[src/rtl/tt_ram_byte_port_if.sv]
// Command/response and RAM-macro signal bundle for tt_ram_byte_port.
// master = pin decoder plus RAM macro side, slave = byte-port controller.
interface tt_ram_byte_port_if #(
    parameter int unsigned WORD_BYTES  = 4,
    parameter int unsigned WORD_ADDR_W = 5
);
    localparam int unsigned LANE_W = $clog2(WORD_BYTES);
    localparam int unsigned BA_W   = WORD_ADDR_W + LANE_W;

    logic                      cmd_valid;
    logic                      cmd_ready;
    logic [1:0]                cmd_op;
    logic [BA_W-1:0]           cmd_addr;
    logic [7:0]                cmd_wdata;
    logic                      auto_inc;
    logic                      rsp_valid;
    logic [7:0]                rsp_data;
    logic [BA_W-1:0]           ptr;
    logic                      ram_en;
    logic [WORD_ADDR_W-1:0]    ram_addr;
    logic [WORD_BYTES-1:0]     ram_we;
    logic [8*WORD_BYTES-1:0]   ram_wdata;
    logic [8*WORD_BYTES-1:0]   ram_rdata;

    modport master (
        output cmd_valid, cmd_op, cmd_addr, cmd_wdata, auto_inc, ram_rdata,
        input  cmd_ready, rsp_valid, rsp_data, ptr,
               ram_en, ram_addr, ram_we, ram_wdata
    );

    modport slave (
        input  cmd_valid, cmd_op, cmd_addr, cmd_wdata, auto_inc, ram_rdata,
        output cmd_ready, rsp_valid, rsp_data, ptr,
               ram_en, ram_addr, ram_we, ram_wdata
    );
endinterface

[src/rtl/tt_ram_byte_port.sv]
// Byte-access controller for a word-organised synchronous RAM macro:
// byte pointer with optional post-increment, lane-masked writes, blocking reads.
module tt_ram_byte_port #(
    parameter int unsigned WORD_BYTES  = 4,
    parameter int unsigned WORD_ADDR_W = 5,
    parameter int unsigned RAM_LAT     = 1
) (
    input  logic                clk,
    input  logic                rst_n,
    tt_ram_byte_port_if.slave   bus
);
    localparam int unsigned LANE_W = $clog2(WORD_BYTES);
    localparam int unsigned BA_W   = WORD_ADDR_W + LANE_W;
    localparam int unsigned CNT_W  = 2;

    localparam logic [1:0] OP_SET_PTR = 2'b00;
    localparam logic [1:0] OP_WRITE   = 2'b01;
    localparam logic [1:0] OP_READ    = 2'b10;

    typedef enum logic {IDLE, RD_WAIT} state_t;

    state_t                    state_q;
    logic                      cmd_ready_q;
    logic                      rsp_valid_q;
    logic [7:0]                rsp_data_q;
    logic [BA_W-1:0]           ptr_q;
    logic [LANE_W-1:0]         lane_q;
    logic [CNT_W-1:0]          cnt_q;
    logic                      ram_en_q;
    logic [WORD_ADDR_W-1:0]    ram_addr_q;
    logic [WORD_BYTES-1:0]     ram_we_q;
    logic [8*WORD_BYTES-1:0]   ram_wdata_q;

    logic                      accept_c;
    logic [LANE_W-1:0]         lane_c;
    logic [WORD_ADDR_W-1:0]    word_c;
    logic [BA_W-1:0]           ptr_inc_c;

    assign accept_c  = bus.cmd_valid && cmd_ready_q;
    assign lane_c    = ptr_q[LANE_W-1:0];
    assign word_c    = ptr_q[BA_W-1:LANE_W];
    assign ptr_inc_c = bus.auto_inc ? ptr_q + BA_W'(1) : ptr_q;

    // ram_en/ram_we default low each edge so an access lasts exactly one cycle
    always_ff @(posedge clk or negedge rst_n) begin
        if (!rst_n) begin
            state_q     <= IDLE;
            cmd_ready_q <= 1'b1;
            rsp_valid_q <= 1'b0;
            rsp_data_q  <= '0;
            ptr_q       <= '0;
            lane_q      <= '0;
            cnt_q       <= '0;
            ram_en_q    <= 1'b0;
            ram_addr_q  <= '0;
            ram_we_q    <= '0;
            ram_wdata_q <= '0;
        end else begin
            ram_en_q    <= 1'b0;
            ram_we_q    <= '0;
            rsp_valid_q <= 1'b0;
            case (state_q)
                IDLE: begin
                    if (accept_c) begin
                        case (bus.cmd_op)
                            OP_SET_PTR: ptr_q <= bus.cmd_addr;
                            OP_WRITE: begin
                                ram_en_q    <= 1'b1;
                                ram_addr_q  <= word_c;
                                ram_we_q    <= WORD_BYTES'(1) << lane_c;
                                ram_wdata_q <= {WORD_BYTES{bus.cmd_wdata}};
                                ptr_q       <= ptr_inc_c;
                            end
                            OP_READ: begin
                                ram_en_q    <= 1'b1;
                                ram_addr_q  <= word_c;
                                lane_q      <= lane_c;
                                cnt_q       <= '0;
                                cmd_ready_q <= 1'b0;
                                state_q     <= RD_WAIT;
                                ptr_q       <= ptr_inc_c;
                            end
                            default: ;
                        endcase
                    end
                end
                RD_WAIT: begin
                    // Macro output is valid RAM_LAT edges after the enable edge
                    if (cnt_q == CNT_W'(RAM_LAT)) begin
                        rsp_data_q  <= bus.ram_rdata[{lane_q, 3'b000} +: 8];
                        rsp_valid_q <= 1'b1;
                        cmd_ready_q <= 1'b1;
                        state_q     <= IDLE;
                    end else begin
                        cnt_q <= cnt_q + CNT_W'(1);
                    end
                end
                default: state_q <= IDLE;
            endcase
        end
    end

    assign bus.cmd_ready = cmd_ready_q;
    assign bus.rsp_valid = rsp_valid_q;
    assign bus.rsp_data  = rsp_data_q;
    assign bus.ptr       = ptr_q;
    assign bus.ram_en    = ram_en_q;
    assign bus.ram_addr  = ram_addr_q;
    assign bus.ram_we    = ram_we_q;
    assign bus.ram_wdata = ram_wdata_q;
endmodule

[src/flat_wrapper.sv]
// flat-port wrapper written by rule: the top's interface ports become plain ports
module tt_ram_byte_port_flat 
#(
    parameter int unsigned WORD_BYTES  = 4,
    parameter int unsigned WORD_ADDR_W = 5,
    parameter int unsigned RAM_LAT     = 1
)
  (clk, rst_n, bus_cmd_valid, bus_cmd_op, bus_cmd_addr, bus_cmd_wdata, bus_auto_inc, bus_ram_rdata, bus_cmd_ready, bus_rsp_valid, bus_rsp_data, bus_ptr, bus_ram_en, bus_ram_addr, bus_ram_we, bus_ram_wdata);
  tt_ram_byte_port_if #(.WORD_BYTES(WORD_BYTES), .WORD_ADDR_W(WORD_ADDR_W)) bus_i ();
  input  logic clk;
  input  logic rst_n;
  input wire logic [$bits(bus_i.cmd_valid)-1:0] bus_cmd_valid;
  input wire logic [$bits(bus_i.cmd_op)-1:0] bus_cmd_op;
  input wire logic [$bits(bus_i.cmd_addr)-1:0] bus_cmd_addr;
  input wire logic [$bits(bus_i.cmd_wdata)-1:0] bus_cmd_wdata;
  input wire logic [$bits(bus_i.auto_inc)-1:0] bus_auto_inc;
  input wire logic [$bits(bus_i.ram_rdata)-1:0] bus_ram_rdata;
  output wire logic [$bits(bus_i.cmd_ready)-1:0] bus_cmd_ready;
  output wire logic [$bits(bus_i.rsp_valid)-1:0] bus_rsp_valid;
  output wire logic [$bits(bus_i.rsp_data)-1:0] bus_rsp_data;
  output wire logic [$bits(bus_i.ptr)-1:0] bus_ptr;
  output wire logic [$bits(bus_i.ram_en)-1:0] bus_ram_en;
  output wire logic [$bits(bus_i.ram_addr)-1:0] bus_ram_addr;
  output wire logic [$bits(bus_i.ram_we)-1:0] bus_ram_we;
  output wire logic [$bits(bus_i.ram_wdata)-1:0] bus_ram_wdata;
  assign bus_i.cmd_valid = bus_cmd_valid;
  assign bus_i.cmd_op = bus_cmd_op;
  assign bus_i.cmd_addr = bus_cmd_addr;
  assign bus_i.cmd_wdata = bus_cmd_wdata;
  assign bus_i.auto_inc = bus_auto_inc;
  assign bus_i.ram_rdata = bus_ram_rdata;
  assign bus_cmd_ready = bus_i.cmd_ready;
  assign bus_rsp_valid = bus_i.rsp_valid;
  assign bus_rsp_data = bus_i.rsp_data;
  assign bus_ptr = bus_i.ptr;
  assign bus_ram_en = bus_i.ram_en;
  assign bus_ram_addr = bus_i.ram_addr;
  assign bus_ram_we = bus_i.ram_we;
  assign bus_ram_wdata = bus_i.ram_wdata;
  tt_ram_byte_port #(.WORD_BYTES(WORD_BYTES), .WORD_ADDR_W(WORD_ADDR_W), .RAM_LAT(RAM_LAT)) u_core (.clk(clk), .rst_n(rst_n), .bus(bus_i));
endmodule
[config.mk]
export PLATFORM = sky130hd
export DESIGN_NAME = tt_ram_byte_port_flat
export DESIGN_NICKNAME = d
export VERILOG_FILES = /design/src/rtl/tt_ram_byte_port_if.sv /design/src/rtl/tt_ram_byte_port.sv /design/src/flat_wrapper.sv
export SDC_FILE = /design/constraint.sdc
export NUM_CORES = 1
export LEC_CHECK = 0
export CORE_UTILIZATION = 35
export CTS_BUF_LIST = sky130_fd_sc_hd__clkbuf_4
export CTS_CLUSTER_SIZE = 30
export DETAILED_ROUTE_END_ITERATION = 8
export PLACE_DENSITY = 0.82
export SYNTH_ARGS = -nofsm -noshare
export SYNTH_HDL_FRONTEND = slang
export SYNTH_SLANG_ARGS = --single-unit
[constraint.sdc]
create_clock -name clk -period 1.5 [get_ports clk]
set_input_delay 0.3 -clock clk [delete_from_list [all_inputs] [get_ports clk]]
set_output_delay 0.3 -clock clk [all_outputs]
set_load 0.03 [all_outputs]
### After elaboration in Yosys (flattened, before gate mapping)

Cells that the tools add are included.

* input bits: 53
* logic and storage cells: 57
* bits in registers: 64

* eq/ne operators: 8
* muxes and demuxes: 22
* $add $sub $neg: 2
* bitwise operators: 1
* reduce and logical (&&, ||, !) cells: 11
* shift-type cells: 2

Operator list (number)
* $shiftx A32 B6 Y8: 1
* $reduce_and A3 Y1: 5
* $pmux W7 S2: 1
* $mux W4: 3
* $mux W1: 11
* $add A7 B1 Y7 const B: 1
* $mux W7: 1
* $mux W2: 3
* $ne A2 B2 Y1 const B: 3
* $eq A2 B1 Y1 const B: 2
* $ne A2 B1 Y1 const B: 2
* $pmux W1 S2: 2
* $pmux W2 S2: 1
* $reduce_and A4 Y1: 1
* $shl A1 B2 Y4 const A: 1
* $add A2 B1 Y2 const B: 1
* $eq A2 B2 Y1 const B: 1
* $logic_not A2 Y1: 1
* $reduce_and A2 Y1: 1
* $reduce_bool A2 Y1: 1
* $reduce_or A2 Y1: 1
* $logic_and A1 B1 Y1: 1
* $not A1 Y1: 1

### Depth between registers and ports, before layout

* depth after elaboration: 5
* gate-level depth with buffers: 7
* mapped depth without buffers: 6

### Worst setup path before layout

Ideal clock, no wire load.

* kind: register to register
* start: register u_core.ptr_q[0], in the netlist u_core.bus.ptr[0]
* end: register u_core.ptr_q[6], in the netlist u_core.bus.ptr[6]
* cell stages (with the launch flop): 6
* arrival time: 1.815 ns
* path slack: -0.385 ns
* data required time: 1.429 ns
* period minus slack after synthesis: 1.885 ns
* path buffers: 0
* library setup time: 0.071 ns
* cell sequence: dfrtp_1 ha_1 nand2_2 or3_1 or4b_1 nand4_1

* cells in the longest elaborated chain, start to end: 3

Ends and longest elaborated chain
* start: declaration: line tt_ram_byte_port.sv:26 `logic [BA_W-1:0] ptr_q;`
* start signal: assignment: line tt_ram_byte_port.sv:66 `OP_SET_PTR: ptr_q <= bus.cmd_addr;`
* start signal: assignment: line tt_ram_byte_port.sv:72 `ptr_q <= ptr_inc_c;`
* start signal: assignment: line tt_ram_byte_port.sv:81 `ptr_q <= ptr_inc_c;`
* $add A7 B1 Y7: line tt_ram_byte_port.sv:42 `assign ptr_inc_c = bus.auto_inc ? ptr_q + BA_W'(1) : ptr_q;`
* $mux W7: line tt_ram_byte_port.sv:42
* $pmux W7 S2: line tt_ram_byte_port.sv:65 `case (bus.cmd_op)`

No other way between the ends. The select of a mux whose other input is x is not followed.
A chain may end at the register's enable or synchronous reset.

### Worst setup path after layout

* start: register u_core.ptr_q[1], in the netlist u_core.bus.ptr[1]
* end: register u_core.ptr_q[6], in the netlist u_core.bus.ptr[6]

Same word-level chain as after synthesis.

==> results_dict.tcl <==
set metrics [dict create \
    status "complete, but fails checks" \
    violations "setup timing" \
    slew_headroom_pct 73.95 \
    synth.area.top_cells "dfrtp_1 (47%), mux2_2 (12%), buf_4 (8.7%), mux4_2 (8.7%), ha_1 (4.8%)" \
    h-tree-depth 2 \
    gp_congestion 0.7959 \
    layout.nets 346 \
    worst-path-buf-inv 0 \
    grt_pass1_vias 1692 \
    fp-row-count 27 \
    timing.rr.start "u_core.bus.ptr[1]$_DFFE_PN0P_" \
    grt_pass1_wl_um 8307 \
    leakagePower_nw 1.548 \
    drtAntennaViolNets 0 \
    final_cell_area_um2 3264 \
    portBuffers 111 \
    ir_drop_mv 0.9788 \
    die_area_um2 6261 \
    end_kind "flop" \
    pin_count 112 \
    slew_viol_final 0 \
    hold_viol_final 0 \
    slowest_stage "or4b_1" \
    cts_num_sinks 40 \
    max_cap_viol_count 0 \
    first_iter_violations 35 \
    grt_max_degree 41 \
    yosysTopAreaCell "dfrtp_1" \
    die_w_um 79.13 \
    hold_slack_ns 0.4329 \
    fillers 489 \
    setup.worst_path.class "flop to flop" \
    rr_endpoint "u_core.bus.ptr[6]$_DFFE_PN0P_" \
    ys_ff_latch 40 \
    power.total_mw 6.986 \
    slowest_delay_ns 0.47 \
    synth_top_cell_area_share_pct 46.88 \
    crit_chain "ha_4, nand2_4, or3_4, or4b_1, nand4_1" \
    synth_cell_types 30 \
    hold_class "input port to asynchronous set/reset pin" \
    cp-start-kind "flop" \
    cts_buffer_depth 2 \
    r2r_cells 5 \
    multiInputGateArea_um2 902.1 \
    ys_seq_area_share_pct 48.14 \
    clk_pin_slew_ns 0.13 \
    clock_latency_ns 0.35 \
    fin_ws_ns -0.09655 \
    dp_slack_ns -0.6245 \
    setup_viol 1 \
    synthesis.nets 237 \
    placed_area_um2 3279 \
    firstDrtPassIters 4 \
    path_max_fanout 2 \
    n_antenna_cell 0 \
    wl_um 5216 \
    cp.depth 5 \
    crit_arrival_ns 1.90 \
    wl_per_cell_um 14.57 \
    rsz0062_at_grt "yes" \
    r2r_slack_ns -0.1 \
    tightest_slew_ns 0.3908 \
    netlist_area_um2 2082 \
    avgSynthCellArea_um2 11.83 \
    cts_tree "done" \
    finalCritPeriodShare_pct 106.4 \
    regArea_um2 1005 \
    start_util_pct 37.13 \
    crit_path_end "u_core.bus.ptr[6]$_DFFE_PN0P_" \
    cts_root_buffer "clkbuf_4" \
    viasPerCell 4.818 \
    cts_buffers 5 \
    dp.final_hpwl_um 3997 \
    via_count 1725 \
    fin_crit_ns 1.597 \
    grt.total_usage_pct 17.35 \
    overflow 0 \
    powerDensity_nw_per_um2 2140 \
    core_um2 5608 \
    synth_warnings 0 \
    drive_gt1_share_pct 39.16 \
    synth_cells 176 \
    area_growth_pct 56.79 \
    cp.required_ns 1.80 \
    fin_skew_ns 0.01340 \
    fmax_mhz 626.4 \
    drc 0 \
    grt_antenna_before_repair 0 \
    critPathTopFamily "simple AND/OR/NAND/NOR gates" \
    die_h_um 79.13 \
    startpoint "u_core.bus.ptr[1]$_DFFE_PN0P_" \
]
==> placed cells by master, fill, tap and decap left out, drive strengths merged, types with 2 or more instances in the layout <==
cell type,count
a21oi,7
and3,3
buf,24
bufinv,3
clkbuf,38
clkdlybuf4s15,4
clkdlybuf4s50,49
dfrtp,39
dlygate4sd2,21
ha,8
inv,9
mux2,22
mux4,8
nand2,18
nand3,7
o21ai,10
o22ai,2
==> layout make-up <==
type / count / area share, %
clock buffer: 5 / 1.150
clock inverter: 3 / 2.760
inverter: 9 / 1.035
multi-input combinational: 97 / 27.64
sequential: 40 / 30.78
tap: 72 / 2.760
timing repair buffer: 132 / 33.88
==> stage by stage <==
stage / util (%) / cells / TNS, ns
after global placement: 58.48 / 349 / -9.943
after global routing: 58.21 / 358 / -0.1352
after CTS: 60.51 / 358 / -0.1479
after detailed placement: 58.48 / 349 / -10.61
after floorplan: - / 176 / -0.2039
final: 58.21 / 358 / -0.09655
==> worst register-to-register path, delay by kind of cell (launching register included) <==
family,cells,cell delay [ns]
AND/OR/NAND/NOR,4,0.97
flip-flops,1,0.41
adder cells (fa/ha/maj),1,0.16
==> worst min-delay path by stage <==
stage / from / endpoint / slack, ns
3_3_place_gp: rst_n / u_core.bus.ptr[5]$_DFFE_PN0P_ / 0.28
4_1_cts: rst_n / u_core.bus.ram_addr[3]$_DFFE_PN0P_ / 0.42
6_report: rst_n / u_core.bus.ram_addr[3]$_DFFE_PN0P_ / 0.43
2_1_floorplan: rst_n / u_core.bus.ptr[0]$_DFFE_PN0P_ / 0.004
5_1_grt: rst_n / u_core.bus.ram_en$_DFF_PN0_ / 0.44
3_5_place_dp: rst_n / u_core.bus.ram_addr[3]$_DFFE_PN0P_ / 0.29
==> Yosys cell counts (all sizes together) <==
cell     number
and2          1
dfrtp        39
nand2        18
mux4          8
and3b         1
or3           1
nor2          1
buf          29
a2bb2oi       1
dfstp         1
clkbuf        1
nand3b        1
o21ai        10
o22ai         2
nand3         7
a21oi         7
mux2         22
o32ai         1
nand2b        1
ha            8
nand4         1
mux2i         1
or4b          1
inv           9
and3          3
nor2b         1
==> sequential cells by signal, summed over array words and instances, names as in the netlist, 2 cells and up <==
| name | cells |
|---|---|
| u_core.lane_q | 2 |
| u_core.bus.ram_wdata | 8 |
| u_core.cnt_q | 2 |
| u_core.bus.ram_we | 4 |
| u_core.bus.ptr | 7 |
| u_core.bus.rsp_data | 8 |
| u_core.bus.ram_addr | 5 |
==> cell families (layout without fill, tap and decap cells) <==
group	count (synthesis)	after routing	share of synthesized area, %
DFF	40	40	48.14
muxes	31	31	21.03
AOI/OAI and AO/OA	21	21	5.528
and+or+nand+nor	37	37	8.895
buffers and inverters	39	149	11.60
adders and majority gates	8	8	4.808
==> timing repair <==
action / CTS / global route
hold buffers: 1 / 0
buffers inserted: 0 / 0
endpoints found under the setup margin: 76 / 37
cloned: 0 / 0
endpoints found under the hold margin: 39 / 0
pin swaps: 2 / 0
resized for setup: 81 / 59
==> report_power, final <==
group / total (mW) / leakage [nW] / internal (mW) / switching, mW
registers: 1.94 / 0.480 / 1.55 / 0.395
logic: 4.00 / 1.00 / 1.56 / 2.43
clock network: 1.04 / 0.0654 / 0.686 / 0.358
==> layer usage <==
layer  vias up  track usage [%]  routed length (µm)
li1        808                -                   -
met1       843            19.97                1991
met4         0            6.182                  87
met3         7            4.253                 365
met2        67            31.03                2770
met5         -                0                   0
(Power assumes the default switching activity.)
